$ cat src/rtl/boot_seq_pkg.sv
// rtl/boot_seq_pkg.sv - shared state encodings and timing constants for the boot LED sequencer
package boot_seq_pkg;

  typedef enum logic [1:0] {
    ST_ALL_ON  = 2'd0,
    ST_ALL_OFF = 2'd1,
    ST_SWEEP   = 2'd2,
    ST_DONE    = 2'd3
  } state_t;

  localparam int STEP_1S_40MHZ = 40000000;

  function automatic int max_int(input int a, input int b);
    return (a > b) ? a : b;
  endfunction

endpackage

$ cat src/rtl/phase_timer.sv
// rtl/phase_timer.sv - terminal-count phase timer with two selectable terminal values
module phase_timer #(
  parameter int CNT_W  = 2,
  parameter int TERM_A = 3,
  parameter int TERM_B = 1
) (
  input  logic i_clk,
  input  logic i_res_n,
  input  logic i_clr,
  input  logic i_en,
  input  logic i_sel_b,
  output logic o_tick
);

  localparam logic [CNT_W-1:0] C_TERM_A = CNT_W'(TERM_A);
  localparam logic [CNT_W-1:0] C_TERM_B = CNT_W'(TERM_B);

  logic [CNT_W-1:0] r_cnt;
  logic [CNT_W-1:0] w_term;

  assign w_term = i_sel_b ? C_TERM_B : C_TERM_A;
  assign o_tick = i_en && (r_cnt == w_term);

  // Terminal compare restarts from zero; the counter never runs past terminal.
  always_ff @(posedge i_clk) begin
    if (!i_res_n || i_clr) begin
      r_cnt <= '0;
    end else if (o_tick) begin
      r_cnt <= '0;
    end else if (i_en) begin
      r_cnt <= r_cnt + 1'b1;
    end
  end

endmodule

$ cat src/rtl/boot_led_seq.sv
// rtl/boot_led_seq.sv - power-up LED sequencer: all on, all off, optional sweep, then pass-through
module boot_led_seq
  import boot_seq_pkg::*;
#(
  parameter int NUM_LED      = 4,
  parameter int STEP_CYCLES  = STEP_1S_40MHZ,
  parameter int SWEEP_EN     = 1,
  parameter int SWEEP_CYCLES = 4000000
) (
  input  logic               i_clk,
  input  logic               i_res_n,
  input  logic               i_restart,
  input  logic               i_skip,
  input  logic [NUM_LED-1:0] i_led,
  output logic [NUM_LED-1:0] o_led,
  output logic               o_boot_done
);

  localparam int CNT_W = $clog2(max_int(STEP_CYCLES, SWEEP_CYCLES));
  localparam int POS_W = (NUM_LED > 1) ? $clog2(NUM_LED) : 1;
  localparam logic [POS_W-1:0] LAST_POS = POS_W'(NUM_LED - 1);

  state_t             r_st;
  state_t             w_st_nxt;
  logic [POS_W-1:0]   r_pos;
  logic [POS_W-1:0]   w_pos_nxt;
  logic               w_tick;
  logic [NUM_LED-1:0] w_onehot;

  phase_timer #(
    .CNT_W  (CNT_W),
    .TERM_A (STEP_CYCLES - 1),
    .TERM_B (SWEEP_CYCLES - 1)
  ) u_timer (
    .i_clk   (i_clk),
    .i_res_n (i_res_n),
    .i_clr   (i_restart | i_skip),
    .i_en    (r_st != ST_DONE),
    .i_sel_b (r_st == ST_SWEEP),
    .o_tick  (w_tick)
  );

  always_ff @(posedge i_clk) begin
    if (!i_res_n) begin
      r_st  <= ST_ALL_ON;
      r_pos <= '0;
    end else begin
      r_st  <= w_st_nxt;
      r_pos <= w_pos_nxt;
    end
  end

  always_comb begin
    w_st_nxt  = r_st;
    w_pos_nxt = r_pos;
    if (i_restart) begin
      w_st_nxt  = ST_ALL_ON;
      w_pos_nxt = '0;
    end else if (i_skip) begin
      w_st_nxt = ST_DONE;
    end else begin
      case (r_st)
        ST_ALL_ON: if (w_tick) w_st_nxt = ST_ALL_OFF;
        ST_ALL_OFF: begin
          if (w_tick) begin
            w_pos_nxt = '0;
            w_st_nxt  = (SWEEP_EN != 0) ? ST_SWEEP : ST_DONE;
          end
        end
        ST_SWEEP: begin
          if (w_tick) begin
            if (r_pos == LAST_POS) w_st_nxt = ST_DONE;
            else                   w_pos_nxt = r_pos + 1'b1;
          end
        end
        default: w_st_nxt = ST_DONE;
      endcase
    end
  end

  assign w_onehot = NUM_LED'(1) << r_pos;

  // DONE passes the functional LEDs straight through with no register stage.
  always_comb begin
    o_led       = '1;
    o_boot_done = 1'b0;
    case (r_st)
      ST_ALL_ON:  o_led = '1;
      ST_ALL_OFF: o_led = '0;
      ST_SWEEP:   o_led = w_onehot;
      default: begin
        o_led       = i_led;
        o_boot_done = 1'b1;
      end
    endcase
  end

endmodule

$ cat config.mk
export PLATFORM = sky130hd
export DESIGN_NAME = boot_led_seq
export DESIGN_NICKNAME = d
export VERILOG_FILES = /design/src/rtl/boot_seq_pkg.sv /design/src/rtl/phase_timer.sv /design/src/rtl/boot_led_seq.sv
export SDC_FILE = /design/constraint.sdc
export NUM_CORES = 1
export LEC_CHECK = 0
export ABC_AREA = 1
export BUFFER_PORTS_ARGS = -buffer_cell sky130_fd_sc_hd__buf_2
export CORE_MARGIN = 3
export CORE_UTILIZATION = 55
export CTS_CLUSTER_DIAMETER = 40
export DETAILED_ROUTE_END_ITERATION = 7
export PLACE_DENSITY = 0.77
export SLEW_MARGIN = 20
export SYNTH_ARGS = -nofsm -noshare
export SYNTH_HDL_FRONTEND = slang
export SYNTH_SLANG_ARGS = --single-unit
$ cat constraint.sdc
create_clock -name i_clk -period 2.8 [get_ports i_clk]
set_input_delay 0.28 -clock i_clk [delete_from_list [all_inputs] [get_ports i_clk]]
set_output_delay 0.28 -clock i_clk [all_outputs]
set_load 0.05 [all_outputs]
==> reports/metrics.cfg <==
[global_route]
grt_max_degree = 27
gr-total-overflow = 0
wire_length_of_the_first_global_routing_pass_um = 6630
grt_usage_pct = 19.99
grt_pass1_vias = 1543
antenna_found_initial = 0

[placement]
gp_congestion = 0.9011
post-place-ws_ns = 1.094
hpwl_um = 2870
postPlaceCellArea_mm2 = 0.001951
placement.io_buffers = 12

[outcome]
run_status = finished, final reports clean

[power_and_ir_drop]
switching_share_pct = 25.51
overall_power_consumption_mw = 0.7581
cellPowerDensity_mw_per_mm2 = 377.0
power.leakage_nw = 0.7899
internal_power_mw = 0.5647
share_clk_of_total_power_pct = 36.2
vdd.ir_drop.worst_mv = 0.2672
switchingPower_mw = 0.1934
seq_power_share_pct = 57.0
combinationalPowerShare_pct = 6.8

[final_layout]
finalInstanceArea_mm2 = 0.002011
layout.filler_cells = 319
antenna_cells_inserted = 0
nets_final = 318
fin_util_pct = 63.77
layout_stage_area_growth_over_the_synthesis_result_pct = 7.925
drive_gt1_share_pct = 11.11

[synthesis]
synthesis.area_mm2 = 0.001863
synth_cell_types = 29
yosysWarnings = 0
synth_area_per_cell_um2 = 6.446
synth-seq-cells = 30
synth_seq_area_share_pct = 32.24
synthesis.instances = 289
mappedNetlistNets = 302

[clock_network]
cts_buffer_depth = 2
postCtsSetupBuffers = 0
cts-buffers-inserted = 5
cts_tree = yes
cts_max_level = 2
path_clk_slew_ns = 0.10
insertion_delay_ns = 0.33
clkSinkCount = 30
cts.root.buffer_cell = sky130_fd_sc_hd__clkbuf_4
cts-hold-fix-buffers = 0
ctsResizeCount = 0

[critical_path]
setup.worst_path.class = flip-flop to output port
sort_of_element_at_the_end_of_the_critical_path = output port
worstPathMaxFanout = 15
cp_data_required_time_ns = 2.52
startpoint_type = flip-flop
timing.reg2reg.worst_path_depth = 8
critical_path_arrival_ns = 1.68

[timing]
final-hold-violation-count = 0
timing.max_slew.rel_slack_pct = 72.26
max_freq_mhz = 510.4
timing.final.crit_share_pct = 69.97
setup-tns-final_ns = 0
final.min_clock_period_ns = 1.959
worst_slew_pin_slew_ns = 0.4146
timing_max_transition_violations_final = 0
setup_repair_after_global_routing_missed_its_margin = no
final_critical_path_setup_slack_ns = 0.8409
setup_viol = 0
fin_worst_skew_ns = 0.007177

[detailed_routing]
antenna_violating_nets_post_route = 0
routed_wl_um = 3771
detailroute.via_count = 1750
route.detailed.vias_per_inst = 5.000
route.detailed.drc = 0
drtIter0Drc = 105
dr.pass1.iters = 4
routed_wire_length_per_instance_um = 10.77

[floorplanning]
dieHeight_um = 64.20
placement_rows = 20
initial_utilization_pct = 59.09
io-pin-count = 13
fp.dieArea_mm2 = 0.004122
width_of_the_die_um = 64.20
placeableCoreArea_mm2 = 0.003153

[min_path]
hp-class = primary input to flip-flop
worstHoldPathCells = 4

[job]
drv.max_cap_violation_count = 0

## synth_stat cells
cell type | count | share of area [%]
sky130_fd_sc_hd__nand2_1 | 67 | 13
sky130_fd_sc_hd__nor2_1 | 62 | 12
sky130_fd_sc_hd__inv_1 | 39 | 7.9
sky130_fd_sc_hd__dfxtp_1 | 30 | 32
sky130_fd_sc_hd__nand3_1 | 15 | 4.0
sky130_fd_sc_hd__xor2_1 | 14 | 6.6
sky130_fd_sc_hd__a21oi_1 | 10 | 2.7
sky130_fd_sc_hd__nand4_1 | 8 | 2.7
sky130_fd_sc_hd__nor3_1 | 7 | 1.9
sky130_fd_sc_hd__o21ai_0 | 6 | 1.6
sky130_fd_sc_hd__ha_1 | 5 | 3.4
sky130_fd_sc_hd__inv_2 | 3 | 0.60
sky130_fd_sc_hd__xnor2_1 | 3 | 1.4
sky130_fd_sc_hd__buf_6 | 2 | 1.2
sky130_fd_sc_hd__nand2_2 | 2 | 0.67
sky130_fd_sc_hd__nor2_2 | 2 | 0.67
sky130_fd_sc_hd__or2_2 | 2 | 0.67
sky130_fd_sc_hd__a21boi_0 | 1 | 0.40
sky130_fd_sc_hd__a21oi_2 | 1 | 0.47
sky130_fd_sc_hd__buf_2 | 1 | 0.27
sky130_fd_sc_hd__nand2_4 | 1 | 0.60
sky130_fd_sc_hd__nand3_2 | 1 | 0.54
sky130_fd_sc_hd__nand3_4 | 1 | 0.94
sky130_fd_sc_hd__nand3b_1 | 1 | 0.40
sky130_fd_sc_hd__nor2_4 | 1 | 0.60
sky130_fd_sc_hd__nor3_2 | 1 | 0.54
sky130_fd_sc_hd__nor3b_1 | 1 | 0.40
sky130_fd_sc_hd__nor4_1 | 1 | 0.34
sky130_fd_sc_hd__or2_0 | 1 | 0.34
## final timing paths
| check | start | slack [ns] | endpoint |
|---|---|---|---|
| setup / recovery | r_st[0] | 0.84 | o_led[1] |
| hold / removal | i_restart | 0.27 | r_pos[1] |
| setup reg to reg | r_st[0] | 1.10 | u_timer.r_cnt[25] |
| hold reg to reg | u_timer.r_cnt[3] | 0.49 | u_timer.r_cnt[3] |
## power by group through the flow
| stage | Clock (mW) | Combinational (mW) | Sequential [mW] |
|---|---|---|---|
| 2_1_floorplan | 0 | 0.0409 | 0.441 |
| 3_3_place_gp | 0 | 0.0521 | 0.442 |
| 3_5_place_dp | 0 | 0.0523 | 0.442 |
| 4_1_cts | 0.277 | 0.0524 | 0.432 |
| 5_1_grt | 0.302 | 0.0568 | 0.433 |
| 6_report | 0.274 | 0.0517 | 0.432 |
## kinds of logic (layout without fill, tap and decap cells)
family | after synthesis | after routing | synth area share, %
AND/OR/NAND/NOR | 174 | 174 | 41.30
flip-flops | 30 | 30 | 32.24
adder cells (fa/ha/maj) | 5 | 5 | 3.358
XOR/XNOR | 17 | 17 | 7.992
buffers and inverters | 45 | 62 | 9.939
AO/OA/AOI/OAI | 18 | 18 | 5.172
## registers in the layout (all words and copies together), names as in the netlist
register,count
u_timer.r_cnt,26
r_pos,2
r_st,2
## stage by stage
stage / hold WS [ns] / cells
after CTS: 0.2770 / 350
after global routing: 0.2916 / 350
after floorplan: 0.4567 / 289
after detailed placement: 0.4756 / 342
after global placement: 0.4740 / 342
final: 0.2720 / 350
## routing by layer
layer | part of all wire (%) | global-route usage [%] | wire length [µm] | up-vias
met5 | 0 | 0 | 0 | -
met2 | 47 | 32.52 | 1778 | 30
met1 | 48 | 25.99 | 1822 | 787
met3 | 3.3 | 4.218 | 124 | 6
li1 | - | - | - | 927
met4 | 1.2 | 7.124 | 45 | 0
## final cells by class
| type | instances | area [µm²] | area share, % |
|---|---|---|---|
| inverters | 42 | 157.7 | 7.841 |
| clock inverters | 1 | 5.005 | 0.2489 |
| flip-flops and latches | 30 | 600.6 | 29.87 |
| clock buffers | 7 | 55.05 | 2.738 |
| multi-input cells | 214 | 1077 | 53.58 |
| well taps | 44 | 55.05 | 2.738 |
| repair buffers | 12 | 60.06 | 2.987 |
## layout by cell type (no fill, tap or decap), types with 3 or more instances in the layout
cell,instances
sky130_fd_sc_hd__inv_2,3
sky130_fd_sc_hd__nor3_1,7
sky130_fd_sc_hd__dfxtp_1,30
sky130_fd_sc_hd__o21ai_0,6
sky130_fd_sc_hd__xnor2_1,3
sky130_fd_sc_hd__nand3_1,15
sky130_fd_sc_hd__xor2_1,14
sky130_fd_sc_hd__nor2_1,62
sky130_fd_sc_hd__buf_2,12
sky130_fd_sc_hd__nand4_1,8
sky130_fd_sc_hd__ha_1,5
sky130_fd_sc_hd__clkbuf_4,5
sky130_fd_sc_hd__inv_1,39
sky130_fd_sc_hd__nand2_1,67
sky130_fd_sc_hd__a21oi_1,10
## critical path, stage by stage, from the launching register on
cell and delay [ns]:
sky130_fd_sc_hd__dfxtp_1 0.49, sky130_fd_sc_hd__nand2_2 0.20, sky130_fd_sc_hd__inv_2 0.25, sky130_fd_sc_hd__nand2_1 0.08, sky130_fd_sc_hd__nand2_1 0.07, sky130_fd_sc_hd__buf_2 0.25
No activity file was read; power rests on OpenSTA's default activity.
